==> src/rtl/pipe_hazard_ctrl.sv <==
// Load-use stall / branch flush control with E, M, W register tracking
// and saturating stall and flush event counters.
module pipe_hazard_ctrl (
   input  logic        clk,
   input  logic        rst,
   input  logic [4:0]  rs1D,
   input  logic [4:0]  rs2D,
   input  logic [4:0]  rdD,
   input  logic        regwriteD,
   input  logic        memreadD,
   input  logic        pcsrcE,
   output logic [4:0]  rs1E,
   output logic [4:0]  rs2E,
   output logic [4:0]  rdE,
   output logic        regwriteE,
   output logic        memreadE,
   output logic [4:0]  rdM,
   output logic        regwriteM,
   output logic [4:0]  rdW,
   output logic        regwriteW,
   output logic        stallF,
   output logic        stallD,
   output logic        flushD,
   output logic        flushE,
   output logic [15:0] lwstall_cnt,
   output logic [15:0] flush_cnt
);
   localparam logic [15:0] CNT_MAX = 16'hFFFF;

   logic [4:0]  rs1E_q, rs1E_d;
   logic [4:0]  rs2E_q, rs2E_d;
   logic [4:0]  rdE_q, rdE_d;
   logic        regwriteE_q, regwriteE_d;
   logic        memreadE_q, memreadE_d;
   logic [4:0]  rdM_q;
   logic        regwriteM_q;
   logic [4:0]  rdW_q;
   logic        regwriteW_q;
   logic [15:0] lwstall_cnt_q, lwstall_cnt_d;
   logic [15:0] flush_cnt_q, flush_cnt_d;
   logic        lwstall;
   logic        stall;
   logic        flush_e;

   // x0 is never a real producer, so it cannot create a hazard
   assign lwstall = memreadE_q & regwriteE_q & (rdE_q != 5'd0) &
                    ((rdE_q == rs1D) | (rdE_q == rs2D));
   assign stall   = lwstall & ~pcsrcE;
   assign flush_e = lwstall | pcsrcE;

   always_comb begin
      rs1E_d      = rs1D;
      rs2E_d      = rs2D;
      rdE_d       = rdD;
      regwriteE_d = regwriteD;
      memreadE_d  = memreadD;
      if (flush_e) begin
         rs1E_d      = 5'd0;
         rs2E_d      = 5'd0;
         rdE_d       = 5'd0;
         regwriteE_d = 1'b0;
         memreadE_d  = 1'b0;
      end
   end

   always_comb begin
      lwstall_cnt_d = lwstall_cnt_q;
      flush_cnt_d   = flush_cnt_q;
      if (stall && lwstall_cnt_q != CNT_MAX)
         lwstall_cnt_d = lwstall_cnt_q + 16'd1;
      if (pcsrcE && flush_cnt_q != CNT_MAX)
         flush_cnt_d = flush_cnt_q + 16'd1;
   end

   always_ff @(posedge clk or negedge rst) begin
      if (!rst) begin
         rs1E_q        <= 5'd0;
         rs2E_q        <= 5'd0;
         rdE_q         <= 5'd0;
         regwriteE_q   <= 1'b0;
         memreadE_q    <= 1'b0;
         rdM_q         <= 5'd0;
         regwriteM_q   <= 1'b0;
         rdW_q         <= 5'd0;
         regwriteW_q   <= 1'b0;
         lwstall_cnt_q <= 16'd0;
         flush_cnt_q   <= 16'd0;
      end else begin
         rs1E_q        <= rs1E_d;
         rs2E_q        <= rs2E_d;
         rdE_q         <= rdE_d;
         regwriteE_q   <= regwriteE_d;
         memreadE_q    <= memreadE_d;
         rdM_q         <= rdE_q;
         regwriteM_q   <= regwriteE_q;
         rdW_q         <= rdM_q;
         regwriteW_q   <= regwriteM_q;
         lwstall_cnt_q <= lwstall_cnt_d;
         flush_cnt_q   <= flush_cnt_d;
      end
   end

   assign rs1E        = rs1E_q;
   assign rs2E        = rs2E_q;
   assign rdE         = rdE_q;
   assign regwriteE   = regwriteE_q;
   assign memreadE    = memreadE_q;
   assign rdM         = rdM_q;
   assign regwriteM   = regwriteM_q;
   assign rdW         = rdW_q;
   assign regwriteW   = regwriteW_q;
   assign stallF      = stall;
   assign stallD      = stall;
   assign flushD      = pcsrcE;
   assign flushE      = flush_e;
   assign lwstall_cnt = lwstall_cnt_q;
   assign flush_cnt   = flush_cnt_q;
endmodule

==> config.mk <==
export PLATFORM = sky130hd
export DESIGN_NAME = pipe_hazard_ctrl
export DESIGN_NICKNAME = d
export VERILOG_FILES = /design/src/rtl/pipe_hazard_ctrl.sv
export SDC_FILE = /design/constraint.sdc
export NUM_CORES = 1
export LEC_CHECK = 0
export CAP_MARGIN = 20
export CORE_MARGIN = 4
export CORE_UTILIZATION = 41
export DETAILED_ROUTE_END_ITERATION = 10
export PLACE_DENSITY = 0.76
export SKIP_LAST_GASP = 1
export SYNTH_ARGS = -nofsm -noshare
export SYNTH_HDL_FRONTEND = slang
export SYNTH_SLANG_ARGS = --single-unit
==> constraint.sdc <==
create_clock -name clk -period 2.2 [get_ports clk]
set_clock_uncertainty 0.05 [all_clocks]
set_input_delay 0.44 -clock clk [delete_from_list [all_inputs] [get_ports clk]]
set_output_delay 0.44 -clock clk [all_outputs]
set_load 0.005 [all_outputs]
==> results.md <==
* Via count at 2,036
* Routed Antenna Nets at 0
* Final Critical Period at 2330 ps
* Yosys reg bits at 61
* Max cap viols at 0
* Setup-failing EPs final at 3
* Worst min path class: input pin to asynchronous set/reset pin
* Die Area at 7630 um2
* Initial antenna violation count at 0
* Root Driver: clkbuf_8
* DRC Markers at 0
* Worst setup SP type: flip-flop
* WL/cell at 15.2 um
* FILL cells at 493
* Critical path data arrival time at 1840 ps
* Unrepaired setup endpoints after global routing: true
* Area of the multi-input gates at 1010 um2
* Worst vdd ir at 0.000517 V
* Worst Slack Setup Final at -133 ps
* Reg2Reg Setup Slack at 150 ps
* Cells after synthesis at 219
* Port Buffers at 84
* Ratio of cells with drive above 1 in the final layout at 14.1%
* GP Congestion at 0.770
* Max stage delay cell, worst path: or4_4
* Pre-CTS WS at -462 ps
* GRT overflow at 0
* Failing checks: negative setup slack
* Total power at 0.00265 W
* Worst Tran Pin Value at 599 ps
* Clock-pin slew on the worst setup and hold paths at 60 ps
* Fmax at 0.429 GHz
* Vias/cell at 4.98
* Final Slew Violations at 0
* Number of buffers created by CTS at 9
* Seq/Total Area, Yosys at 59.2%
* GRT Total Usage at 17.9%
* Top delay family on crit path: simple AND/OR/NAND/NOR gates
* Crit end category: output port
* First-pass GRT wire length at 10,300 um
* Max Buffers Root-to-Sink at 2
* Max stage delay on crit path at 550 ps
* First-pass iteration count of the detailed router at 4
* Number of DRC markers in iteration 0 at 57
* CTS tree: yes
* Num rows at 28
* Status: finished, violations left
* Most common cell after layout, fill and taps aside: clkdlybuf4s50_1
* Most frequent cells in the layout: clkdlybuf4s50_1, dfrtp_1, xnor2_1, nand3_1, buf_4
* Placed Cells incl. Taps at 392
* Final hold vios at 0
* Largest net degree at the start of global routing at 41
* Syn Area/Cell at 11.8 um2
* CP bufs+invs at 3
* Netlist Area Pre-Place at 2580 um2
* Core Area at 6030 um2
* Hold Buf Count CTS at 0
* Post-layout util at 63.4%
* Cell variety after synth at 37
* Die height at 87.3 um
* Initial core utilization at 42.8%
* N_diodes at 0
* Yosys warns at 0
* Leakage at 1.63 nW
* DP HPWL at 4600 um
* Nets at 352
* Die X at 87.3 um
* CP most frequent cell: inv_2
* Worst skew pair latency at 330 ps
* CTS H-Tree Depth at 3
* IO Pins at 85
* Reg area at 1530 um2
* Routed wire length at 6200 um
* Vias in the first global route at 2,094
* Critical-path cell list: or4_4 > o211ai_4 > inv_2 > a21oi_4 > inv_2 > buf_6
* Crit Path Category: flip-flop to output port
* Power Density at 694 nW/um2
* Area growth, synth to finish at 48.0%
* Rel. slew slack at 59.7%
* Required time of the critical path at 1710 ps
* Syn Nets at 241
* Final Non-Filler Cells at 409
* # clock sinks at 61
* Worst Path Max Fanout at 2
* Fin crit share at 106%
metrics by stage:
step | TNS [ps] | hold WS, ps | area (um2)
2_1_floorplan | 0 | 94.4 | 2580
3_3_place_gp | -1450 | 308 | 3630
3_5_place_dp | -1780 | 318 | 3630
4_1_cts | -392 | 28.9 | 3800
5_1_grt | -491 | 59.5 | 3820
6_report | -249 | 24.0 | 3820
flip-flops by register name, indices dropped and copies added (netlist names):
register and count:
lwstall_cnt 16, rdW 5, regwriteE 1, flush_cnt 16, rdE 5, memreadE 1
regwriteW 1, regwriteM 1, rs1E 5, rs2E 5, rdM 5
metal layers:
layer / GRT usage [%] / share of wire [%] / vias to the layer above
met1: 22.1 / 43 / 997
met2: 30.1 / 51 / 49
met3: 3.22 / 4.3 / 9
met5: 0 / 0 / -
met4: 8.79 / 2.0 / 0
li1: - / - / 981
worst register-to-register path, cell delays in order, from the launching register on:
cell and delay, ps:
dfrtp_1 380, buf_4 130, buf_4 140, xnor2_1 140, nand2_1 80, o22ai_2 190, buf_4 160, buf_4 200
nand3b_1 140, mux2_1 320
final timing paths:
check,cells after the start,endpoint,start
min in group clk,0,regwriteW$_DFF_PN0_,regwriteM$_DFF_PN0_
max in group asynchronous,2,lwstall_cnt[12]$_DFFE_PN0P_,rst
worst max-delay path,6,flushE,rdE[1]$_DFF_PN0_
worst min-delay path,1,rdW[2]$_DFF_PN0_,rst
worst min register to register,0,regwriteW$_DFF_PN0_,regwriteM$_DFF_PN0_
worst max register to register,9,lwstall_cnt[1]$_DFFE_PN0P_,rdE[1]$_DFF_PN0_
synth_stat cells:
master,number,area [um2]
dfrtp_1,61,1530
xnor2_1,32,280
nand3_1,22,110
and2_1,19,119
nand2_1,16,60.1
nand4_1,10,62.6
nor2_1,7,26.3
nor3_1,7,35.0
and3_1,5,31.3
xor2_1,5,43.8
inv_1,3,11.3
a31oi_1,2,12.5
and4_1,2,17.5
buf_4,2,15.0
ha_1,2,25.0
nor3b_1,2,15.0
nor4_1,2,12.5
a21oi_1,1,5.00
a21oi_4,1,16.3
buf_2,1,5.00
buf_6,1,11.3
clkbuf_1,1,3.75
inv_2,1,3.75
mux2_1,1,11.3
mux2_2,1,11.3
nand2b_1,1,6.26
nand3b_1,1,7.51
nand4b_1,1,8.76
nor2b_1,1,6.26
o211ai_4,1,21.3
o21a_1,1,7.51
o21ai_0,1,5.00
o22ai_2,1,12.5
o31a_1,1,8.76
o31ai_1,1,7.51
or2_0,1,6.26
or4_4,1,11.3
logic make-up after synthesis:
group	after synthesis	share of synthesized area [%]
compound gates	10	3.73
fa+ha+maj	2	0.970
flops	61	59.2
xor+xnor	37	12.6
mux	2	0.873
buf+inv	9	1.94
simple gates	98	20.8
where the power goes:
group,switching (W),internal [W],leakage [nW]
combinational,0.000164,0.000278,0.731
clock,0.000404,0.000494,0.0926
sequential,0.0000980,0.00121,0.810
total,0.000667,0.00198,1.63
timing repair:
action / 4_1_cts / 5_1_grt
setup endpoints to repair: 3 / 3
gates resized for setup: 14 / 2
buffers inserted: 1 / 1
pin swaps: 4 / 4
final cells by class:
type / count / area share (%)
Timing Repair Buffer: 105 / 26.1
Tap cell: 75 / 2.46
Clock inverter: 1 / 0.131
Multi-Input combinational cell: 149 / 26.4
Inverter: 4 / 0.393
Clock buffer: 14 / 4.52
Sequential cell: 61 / 40.0
No activity file was read; power rests on OpenSTA's default activity.
